File: config.mk
export PLATFORM = sky130hd
export DESIGN_NAME = rr_arbiter_timeout_flat
export DESIGN_NICKNAME = d
export VERILOG_FILES = /design/src/rtl/rr_arbiter_timeout_if.sv /design/src/rtl/rr_arbiter_timeout.sv /design/src/flat_wrapper.sv
export SDC_FILE = /design/constraint.sdc
export NUM_CORES = 1
export LEC_CHECK = 0
export ABC_AREA = 0
export ABC_CLOCK_PERIOD_IN_PS = 1800
export BUFFER_PORTS_ARGS = -buffer_cell sky130_fd_sc_hd__clkbuf_2
export CAP_MARGIN = 20
export CORE_MARGIN = 2
export CORE_UTILIZATION = 52
export CTS_CLUSTER_DIAMETER = 120
export DETAILED_ROUTE_END_ITERATION = 10
export GPL_ROUTABILITY_DRIVEN = 1
export GPL_TIMING_DRIVEN = 0
export HOLD_SLACK_MARGIN = 0.12
export PLACE_DENSITY = 0.73
export SKIP_CTS_REPAIR_TIMING = 1
export SLEW_MARGIN = 20
export SYNTH_ARGS = -nofsm -noshare
export SYNTH_HDL_FRONTEND = slang
export SYNTH_SLANG_ARGS = --single-unit
File: constraint.sdc
create_clock -name Clock -period 1.8 [get_ports Clock]
set_input_delay 0.45 -clock Clock [delete_from_list [all_inputs] [get_ports Clock]]
set_output_delay 0.45 -clock Clock [all_outputs]
set_load 0.1 [all_outputs]
File: src/rtl/rr_arbiter_timeout_if.sv
// Request/grant bundle for the round-robin arbiter.
// The requester side uses the master view and the arbiter uses the slave view.
interface rr_arbiter_timeout_if #(
  parameter int N = 4
);
  localparam int IW = $clog2(N);

  logic [N-1:0]  r;        // request vector
  logic [N-1:0]  g;        // one-hot grant vector
  logic          gvalid;   // any grant active
  logic [IW-1:0] gid;      // index of the granted requester, 0 when idle
  logic          timeout;  // pulse: grant forcibly revoked

  modport master (output r, input g, gvalid, gid, timeout);
  modport slave  (input r, output g, gvalid, gid, timeout);
endinterface

File: src/rtl/rr_arbiter_timeout.sv
// Registered round-robin arbiter with a bounded hold time.
// A grant lasts while its owner keeps requesting, up to MAXHOLD cycles.
// Every grant is followed by a one-cycle gap. An owner cut off by the hold
// limit is masked until it drops its request for at least one cycle.
module rr_arbiter_timeout #(
  parameter int N       = 4,
  parameter int MAXHOLD = 16
) (
  input  logic                 Clock,
  input  logic                 Reset,
  rr_arbiter_timeout_if.slave  bus
);
  localparam int IW = $clog2(N);
  localparam int CW = $clog2(MAXHOLD);
  localparam logic [N-1:0] ONE = N'(1);

  typedef enum logic [1:0] {
    IDLE  = 2'd0,
    GRANT = 2'd1,
    GAP   = 2'd2
  } state_t;

  state_t        state;
  logic [N-1:0]  g_q;
  logic          gvalid_q;
  logic [IW-1:0] gid_q;
  logic          timeout_q;
  logic [IW-1:0] last;     // most recent owner; the search starts after it
  logic [CW-1:0] hold;     // cycles the current owner has held, minus one
  logic [N-1:0]  mask;     // requesters locked out after a forced release

  logic [N-1:0]  eligible;
  logic          win_found;
  logic [IW-1:0] win;
  logic [IW-1:0] idx;

  // Pick the first eligible requester, searching upward from last+1 with wrap.
  always_comb begin
    // NOTE: every variable written here gets a default first so no latch is inferred.
    eligible  = bus.r & ~mask;
    win_found = 1'b0;
    win       = '0;
    idx       = '0;
    for (int off = 1; off <= N; off++) begin
      idx = IW'((int'(last) + off) % N);
      if (!win_found && eligible[idx]) begin
        win_found = 1'b1;
        win       = idx;
      end
    end
  end

  // Arbitration state machine with registered grant outputs.
  always_ff @(posedge Clock) begin
    // NOTE: reset is synchronous, so it is sampled on the clock edge like any input.
    if (Reset) begin
      state     <= IDLE;
      g_q       <= '0;
      gvalid_q  <= 1'b0;
      gid_q     <= '0;
      timeout_q <= 1'b0;
      last      <= IW'(N - 1);
      hold      <= '0;
      mask      <= '0;
    end else begin
      // NOTE: non-blocking assignments throughout; later assignments to a mask bit override the default.
      timeout_q <= 1'b0;
      mask      <= mask & bus.r;
      unique case (state)
        IDLE, GAP: begin
          if (win_found) begin
            state    <= GRANT;
            g_q      <= ONE << win;
            gvalid_q <= 1'b1;
            gid_q    <= win;
            last     <= win;
            hold     <= '0;
          end else begin
            state <= IDLE;
          end
        end
        GRANT: begin
          if (!bus.r[gid_q]) begin
            state    <= GAP;
            g_q      <= '0;
            gvalid_q <= 1'b0;
            gid_q    <= '0;
          end else if (hold == CW'(MAXHOLD - 1)) begin
            state       <= GAP;
            g_q         <= '0;
            gvalid_q    <= 1'b0;
            gid_q       <= '0;
            timeout_q   <= 1'b1;
            mask[gid_q] <= 1'b1;
          end else begin
            hold <= hold + 1'b1;
          end
        end
        default: begin
          state    <= IDLE;
          g_q      <= '0;
          gvalid_q <= 1'b0;
          gid_q    <= '0;
        end
      endcase
    end
  end

  assign bus.g       = g_q;
  assign bus.gvalid  = gvalid_q;
  assign bus.gid     = gid_q;
  assign bus.timeout = timeout_q;
endmodule
File: src/flat_wrapper.sv
// flat-port wrapper written by rule: the top's interface ports become plain ports
module rr_arbiter_timeout_flat 
#(
  parameter int N       = 4,
  parameter int MAXHOLD = 16
)
  (Clock, Reset, bus_r, bus_g, bus_gvalid, bus_gid, bus_timeout);
  rr_arbiter_timeout_if #(.N(N)) bus_i ();
  input  logic Clock;
  input  logic Reset;
  input wire logic [$bits(bus_i.r)-1:0] bus_r;
  output wire logic [$bits(bus_i.g)-1:0] bus_g;
  output wire logic [$bits(bus_i.gvalid)-1:0] bus_gvalid;
  output wire logic [$bits(bus_i.gid)-1:0] bus_gid;
  output wire logic [$bits(bus_i.timeout)-1:0] bus_timeout;
  assign bus_i.r = bus_r;
  assign bus_g = bus_i.g;
  assign bus_gvalid = bus_i.gvalid;
  assign bus_gid = bus_i.gid;
  assign bus_timeout = bus_i.timeout;
  rr_arbiter_timeout #(.N(N), .MAXHOLD(MAXHOLD)) u_core (.Clock(Clock), .Reset(Reset), .bus(bus_i));
endmodule
==> impl_metrics.yaml, run 1 <==
status:
  status: "finished clean"
clock_network:
  clk_latency_ns: 0.30
  htreeDepth: 1
  numCtsBuffers: 3
  cts.sinks: 20
  cts_max_path_buffers: 2
  cts.reportedPaths.clkPinSlew_ns: 0.11
  root_buffer: "clkbuf_4"
  tritoncts: "yes"
timing:
  max_freq_mhz: 587
  worstMarginPinSlew_ns: 0.578
  period_share_pct: 94.7
  hold_viol: 0
  rsz0062_at_grt: "false"
  slew_headroom_pct: 61.4
  whs_ns: 0.402
  setup_viol: 0
  fin_crit_ns: 1.70
  skew_ns: 0.00622
  slew_viol_final: 0
die:
  die_h_um: 48.6
  ios: 14
  row_count: 16
  coreArea_um2: 1920
  dieArea_um2: 2360
  start_util_pct: 53.7
  die_w_um: 48.6
global_route:
  grt.busiest_layer: "met2"
  grt_usage_pct: 20.3
  grt_use_met1_pct: 27.1
  met2_usage_pct: 31.9
  grt_pass1_vias: 831
  grt_remaining_overflow: 0
  grt_use_met3_pct: 2.78
  grt_pass1_wl_um: 3760
  grt_max_degree: 12
  antenna_found_initial: 0
run:
  drv_cap: 0
logic_synthesis:
  synth_xor_area_share_pct: 0
  synth_nets: 116
  synthTopCellsByArea: "dfxtp_1 (39%), nand2b_1 (6.1%), o32ai_1 (4.2%)"
  synth_top_family_by_area: "simple AND/OR/NAND/NOR gates"
  synth_seq_cells: 20
  synth_top_cell_by_area: "dfxtp_1"
  syn_area_um2: 1030
  yosys_warnings: 0
  synth-async-reset-ratio_pct: 0
  synthFlopType: "dfxtp_1"
  yosys.area_share.simple_pct: 28.4
  synth_edf_count: 0
  seq_area_frac_synth_pct: 38.8
  synth_compound_area_share_pct: 25.9
  synth_adder_area_share_pct: 1.21
  yosysUniqueCellTypes: 46
  synth_mux_area_share_pct: 3.15
  synth_top_area_share_pct: 38.8
  syn-mean-instance-area_um2: 9.47
  synth_cells: 109
setup_path:
  critPathMaxFanout: 8
  timing_worst_setup_path_type: "reg -> reg"
  r2r_slack_ns: 0.1
  worstSetupEndpointType: "flip-flop"
  worstPathRequired_ns: 1.99
  startpoint_type: "flip-flop"
  cp.arrival_ns: 1.89
place:
  gp_congestion: 0.920
  dp_hpwl_um: 1630
  numPortBuffers: 12
worst_hold_path:
  worstHoldPathType: "in -> reg"
final_layout:
  drive_above_1_share_pct: 20.0
  final_nets: 133
  area_delta_synth_final_pct: 13.2
  fillers: 180
  final_util_pct: 60.8
  num_antenna_cells: 0
drt:
  drt_first_pass_iters: 4
  routed_wl_um: 2200
  wire_per_inst_um: 14.5
  drc: 0
  route.vias.total: 891
  ant_nets: 0
  first_iter_violations: 11
  vias_per_cell: 5.86
power_and_ir_drop:
  power_density_nw_per_um2: 910
  peakVddDrop_mv: 0.651
  power_leakage_nw: 0.429
[worst max-delay path, stage by stage (launching register included)]
cell and delay [ns]:
dfxtp_1 0.34, nor2b_1 0.40, o41ai_4 0.20, a2111oi_1 0.50, o21bai_1 0.14
[final cells by class]
class                           instances  area (um2)  area share [%]
Multi-Input combinational cell         82         607            51.9
Sequential cell                        20         405            34.7
Timing Repair Buffer                   12        60.1            5.14
Clock buffer                            4        36.3            3.10
Tap cell                               27        33.8            2.89
Inverter                                4        15.0            1.28
Buffer                                  3        11.3           0.964
[cells in the mapped netlist, types with 2 or more instances]
| master | n |
|---|---|
| dfxtp_1 | 20 |
| nand2b_1 | 10 |
| nand2_1 | 9 |
| nor2b_1 | 5 |
| o32ai_1 | 5 |
| nand3_1 | 4 |
| a21oi_1 | 3 |
| clkbuf_1 | 3 |
| inv_1 | 3 |
| o21ai_1 | 3 |
| a31oi_1 | 2 |
| nand3b_1 | 2 |
| nand4b_1 | 2 |
| nor2_1 | 2 |
| nor3_1 | 2 |
| o22ai_1 | 2 |
| o2bb2ai_1 | 2 |
| or3_1 | 2 |
[sequential cells by signal, summed over array words and instances (netlist names)]
signal / cells
u_core.bus.g: 4
u_core.hold: 4
u_core.mask: 4
u_core.bus.gid: 2
u_core.last: 2
u_core.state: 2
u_core.bus.gvalid: 1
u_core.bus.timeout: 1
[through the flow]
step / setup WS, ns / cells / cell area (um2) / setup TNS [ns] / total power, W
after global placement: -0.170 / 148 / 1130 / -0.422 / 0.000802
final: 0.0958 / 152 / 1170 / 0 / 0.00106
after detailed placement: -0.242 / 148 / 1130 / -0.698 / 0.000806
after CTS: 0.0297 / 152 / 1170 / 0 / 0.00107
after floorplan: 0.0154 / 109 / 1040 / 0 / 0.000748
after global routing: 0.00133 / 152 / 1170 / 0 / 0.00111
[worst paths after layout]
path | cells after the start | end | startpoint
worst max-delay path | 4 | u_core.last[0] | u_core.mask[0]
worst min-delay path | 3 | u_core.mask[1] | bus_r[1]
worst max register to register | 4 | u_core.last[0] | u_core.mask[0]
worst min register to register | 2 | u_core.mask[3] | u_core.mask[3]
[placed cells by master, fill, tap and decap left out, types with 2 or more instances in the layout]
| cell | count |
|---|---|
| o32ai_1 | 5 |
| nand2b_1 | 10 |
| o22ai_1 | 2 |
| nand3b_1 | 2 |
| o21ai_1 | 3 |
| dfxtp_1 | 18 |
| inv_1 | 3 |
| nand2_1 | 9 |
| clkbuf_4 | 3 |
| clkbuf_1 | 3 |
| o2bb2ai_1 | 2 |
| nand3_1 | 4 |
| clkbuf_2 | 12 |
| a31oi_1 | 2 |
| a21oi_1 | 3 |
| nor2b_1 | 5 |
| nor2_1 | 2 |
| nand4b_1 | 2 |
| nor3_1 | 2 |
| or3_1 | 2 |
[metal layers]
layer	vias to the layer above	share of wire, %
met5	-	0
met4	0	1.9
met3	6	2.7
met2	19	47
met1	412	48
li1	454	-
[cell families after synthesis]
| group | Yosys count |
|---|---|
| and+or+nand+nor | 47 |
| AOI/OAI and AO/OA | 32 |
| DFF | 20 |
| buffers and inverters | 7 |
| muxes | 2 |
| adders and majority gates | 1 |
[report_power, final]
group,switching [W],internal [W]
clock network,0.000140,0.000124
logic,0.000218,0.0000808
registers,0.0000295,0.000471
Note: power is estimated with default switching activity, not from simulation.
==> run 2: changes to the inputs <==
--- a/config.mk
+++ b/config.mk
@@ -5,8 +5,7 @@
 export SDC_FILE = /design/constraint.sdc
 export NUM_CORES = 1
 export LEC_CHECK = 0
-export ABC_AREA = 0
-export ABC_CLOCK_PERIOD_IN_PS = 1800
+export ABC_CLOCK_PERIOD_IN_PS = 2000
 export BUFFER_PORTS_ARGS = -buffer_cell sky130_fd_sc_hd__clkbuf_2
 export CAP_MARGIN = 20
 export CORE_MARGIN = 2
==> constraint.sdc (replaced) <==
create_clock -name Clock -period 2 [get_ports Clock]
set_input_delay 0.5 -clock Clock [delete_from_list [all_inputs] [get_ports Clock]]
set_output_delay 0.5 -clock Clock [all_outputs]
set_load 0.1 [all_outputs]
==> impl_metrics.yaml, run 2 (synthesis results as in run 1) <==
status:
  status: "finished clean"
timing:
  slew_viol_final: 0
  fin_crit_ns: 1.73
  setup_viol: 0
  whs_ns: 0.459
  worstMarginPinSlew_ns: 0.645
  slew_headroom_pct: 55.9
  rsz0062_at_grt: "false"
  skew_ns: 0.00527
  max_freq_mhz: 578
  hold_viol: 0
  final.setup.tns_ns: 0
  period_share_pct: 86.5
final_layout:
  drive_above_1_share_pct: 19.4
  fillers: 182
  final_cell_count_no_fill: 151
  layout_commonest_cell: "dfxtp_1"
  seqCellArea_um2: 403
  num_antenna_cells: 0
  multi_input_area_um2: 606
  area_delta_synth_final_pct: 11.5
  final_nets: 133
  final_cell_mix: "dfxtp_1 (18), clkbuf_2 (12), nand2b_1 (10)"
power_and_ir_drop:
  power_leakage_nw: 0.421
  finalPower_w: 0.000902
  power_density_nw_per_um2: 784
  peakVddDrop_mv: 0.481
setup_path:
  worstPathRequired_ns: 2.17
  critPathMaxFanout: 8
  cp.arrival_ns: 1.90
  timing_worst_setup_path_type: "in -> reg"
  startpoint_type: "input pin"
  worstSetupEndpointType: "flip-flop"
clock_network:
  cts_max_path_buffers: 2
  numCtsBuffers: 3
  cts.reportedPaths.clkPinSlew_ns: 0.10
  htreeDepth: 1
  cts.sinks: 20
  root_buffer: "clkbuf_4"
  clk_latency_ns: 0.30
  tritoncts: "yes"
place:
  gp_congestion: 0.908
  dp_hpwl_um: 1590
  dp_cells: 148
  numPortBuffers: 12
drt:
  vias_per_cell: 6.15
  drt_first_pass_iters: 4
  route.vias.total: 929
  routed_wl_um: 2080
  first_iter_violations: 26
  drc: 0
  wire_per_inst_um: 13.7
  ant_nets: 0
global_route:
  grt_pass1_vias: 827
  grt_usage_pct: 19.2
  antenna_found_initial: 0
  grt_max_degree: 11
  grt_remaining_overflow: 0
  grt_pass1_wl_um: 3550
run:
  drv_cap: 0
die:
  row_count: 16
  start_util_pct: 53.7
  coreArea_um2: 1920
  die_w_um: 48.6
  dieArea_um2: 2360
  ios: 14
  die_h_um: 48.6
worst_hold_path:
  worstHoldPathType: "in -> reg"
==> run 2: cell count changes in the layout (fill, tap and decap cells not counted), sizes merged <==
cell and delta:
clkbuf -1
==> run 2: path summary, 6_finish.rpt <==
path | from | endpoint | slack (ns) | depth (start not counted)
setup / recovery | bus_r[1] | u_core.last[0] | 0.27 | 5
hold / removal | bus_r[1] | u_core.mask[1] | 0.46 | 3
setup reg to reg | u_core.mask[1] | u_core.last[0] | 0.28 | 4
hold reg to reg | u_core.mask[3] | u_core.mask[3] | 0.48 | 2
==> run 2: critical path: stages <==
cell and delay (ns):
clkbuf_2 0.12, nor2b_1 0.42, o41ai_4 0.18, a2111oi_0 0.53, o21bai_1 0.15
==> run 2: layout make-up <==
class                   count  area share [%]
clock buffers               3            1.96
plain buffers               3           0.978
well taps                  27            2.93
repair buffers             12            5.22
inverters                   4            1.30
multi-input cells          82            52.6
flip-flops and latches     20            35.0
==> run 2: power breakdown <==
group	total (W)	internal, W	switching, W
registers	0.000450	0.000424	0.0000258
logic	0.000266	0.0000720	0.000194
clock network	0.000186	0.0000703	0.000116
total	0.000902	0.000566	0.000336
==> run 2: routing by layer <==
layer,up-vias,track usage [%],part of all wire [%]
li1,457,-,-
met3,9,4.32,3.7
met5,-,0,0
met1,439,23.5,47
met2,24,32.2,47
met4,0,9.05,2.5
==> run 2: metrics by stage <==
stage / worst slack (ns) / cell area [um2] / utilization [%]
2_1_floorplan: 0.0895 / 1030 / -
3_3_place_gp: -0.0403 / 1130 / 58.7
3_5_place_dp: -0.0260 / 1130 / 58.7
4_1_cts: 0.290 / 1150 / 59.9
5_1_grt: 0.0524 / 1150 / 59.9
6_report: 0.271 / 1150 / 59.9
==> run 3: changes to the inputs <==
--- a/config.mk
+++ b/config.mk
@@ -9,13 +9,13 @@
 export BUFFER_PORTS_ARGS = -buffer_cell sky130_fd_sc_hd__clkbuf_2
 export CAP_MARGIN = 20
 export CORE_MARGIN = 2
-export CORE_UTILIZATION = 52
+export CORE_UTILIZATION = 50
 export CTS_CLUSTER_DIAMETER = 120
 export DETAILED_ROUTE_END_ITERATION = 10
 export GPL_ROUTABILITY_DRIVEN = 1
 export GPL_TIMING_DRIVEN = 0
 export HOLD_SLACK_MARGIN = 0.12
-export PLACE_DENSITY = 0.73
+export PLACE_DENSITY = 0.71
 export SKIP_CTS_REPAIR_TIMING = 1
 export SLEW_MARGIN = 20
 export SYNTH_ARGS = -nofsm -noshare
==> impl_metrics.yaml, run 3 (synthesis results as in run 1) <==
timing:
  slew_viol_final: 0
  worstMarginPinSlew_ns: 0.635
  final.setup.tns_ns: 0
  rsz0062_at_grt: "false"
  slew_headroom_pct: 56.5
  hold_viol: 0
  skew_ns: 0.00186
  max_freq_mhz: 574
  setup_viol: 0
  period_share_pct: 87.0
  fin_crit_ns: 1.74
power_and_ir_drop:
  peakVddDrop_mv: 0.424
  finalPower_w: 0.000897
  power_density_nw_per_um2: 779
  power_leakage_nw: 0.421
final_layout:
  final_cell_mix: "dfxtp_1 (18), clkbuf_2 (12), nand2b_1 (10)"
  area_delta_synth_final_pct: 11.5
  layout_commonest_cell: "dfxtp_1"
  final_nets: 133
  final_area_um2: 1150
  num_antenna_cells: 0
  drive_above_1_share_pct: 19.4
global_route:
  grt_pass1_wl_um: 3780
  grt_remaining_overflow: 0
  grt_usage_pct: 19.7
  grt_pass1_vias: 837
  antenna_found_initial: 0
  grt_max_degree: 11
drt:
  drt_first_pass_iters: 4
  wire_per_inst_um: 14.3
  ant_nets: 0
  first_iter_violations: 22
  vias_per_cell: 6.07
  drc: 0
  route.vias.total: 916
  routed_wl_um: 2150
die:
  die_w_um: 49.4
  ios: 14
  dieArea_um2: 2440
  row_count: 16
  coreArea_um2: 1960
  die_h_um: 49.4
  start_util_pct: 52.6
setup_path:
  crit_slowest_cell: "a2111oi_0"
  path_cells: "clkbuf_2 -> nor2b_1 -> o41ai_4 -> a2111oi_0 -> o21bai_1"
  timing_worst_setup_path_type: "in -> reg"
  cp.arrival_ns: 1.90
  cp_num_buf_inv: 1
  worstSetupEndpointType: "flip-flop"
  critPathMaxFanout: 8
  crit_family: "compound AO/OA/AOI/OAI gates"
  startpoint_type: "input pin"
  worstPathRequired_ns: 2.16
  max_stage_delay_ns: 0.53
clock_network:
  root_buffer: "clkbuf_4"
  cts.reportedPaths.clkPinSlew_ns: 0.10
  cts.sinks: 20
  htreeDepth: 1
  tritoncts: "yes"
  numCtsBuffers: 3
  clk_latency_ns: 0.28
  cts_max_path_buffers: 2
place:
  place_area_um2: 1130
  gp_congestion: 0.906
  dp_hpwl_um: 1610
  numPortBuffers: 12
run:
  drv_cap: 0
worst_hold_path:
  worstHoldPathType: "in -> reg"
status:
  status: "finished clean"
[run 3: cell counts in the layout (fill, tap and decap cells not counted)]
No cell type changed its count.
[run 3: power breakdown]
group	internal (W)	switching, W	total (W)
Clock	0.0000698	0.000109	0.000178
Sequential	0.000424	0.0000265	0.000451
Combinational	0.0000719	0.000196	0.000268
Total	0.000566	0.000331	0.000897
[run 3: per-layer routing]
metal  GRT usage, %  up-vias  part of all wire (%)
li1               -      449                     -
met1           26.1      459                    48
met2           32.9        6                    50
met3           2.76        2                   1.9
met4           6.48        0                  0.65
met5              0        -                     0
[run 3: layout make-up]
class | instances | area, um2
multi-input cells | 82 | 606
plain buffers | 3 | 11.3
clock buffers | 3 | 22.5
repair buffers | 12 | 60.1
inverters | 4 | 15.0
flip-flops and latches | 20 | 403
fillers | 194 | 811
well taps | 27 | 33.8
[run 3: stage by stage]
stage / std cells / utilization [%] / setup slack [ns] / hold slack [ns]
final: 151 / 58.7 / 0.259 / 0.471
after global routing: 151 / 58.7 / 0.104 / 0.489
after CTS: 151 / 58.7 / 0.272 / 0.458
after detailed placement: 148 / 57.5 / -0.0486 / 0.471
after global placement: 148 / 57.5 / -0.0373 / 0.464
after floorplan: 109 / - / 0.0895 / 0.445
[run 3: final timing paths]
| path | startpoint | end | depth (start not counted) | slack [ns] |
|---|---|---|---|---|
| worst max register to register | u_core.mask[0] | u_core.last[0] | 4 | 0.28 |
| worst max-delay path | bus_r[0] | u_core.last[0] | 5 | 0.26 |
| worst min register to register | u_core.mask[3] | u_core.mask[3] | 2 | 0.48 |
| worst min-delay path | bus_r[1] | u_core.mask[1] | 3 | 0.47 |
[run 3: worst register-to-register path, stage by stage, from the launching register on]
cell and delay (ns):
dfxtp_1 0.33, nor2b_1 0.38, o41ai_4 0.20, a2111oi_0 0.53
o21bai_1 0.15
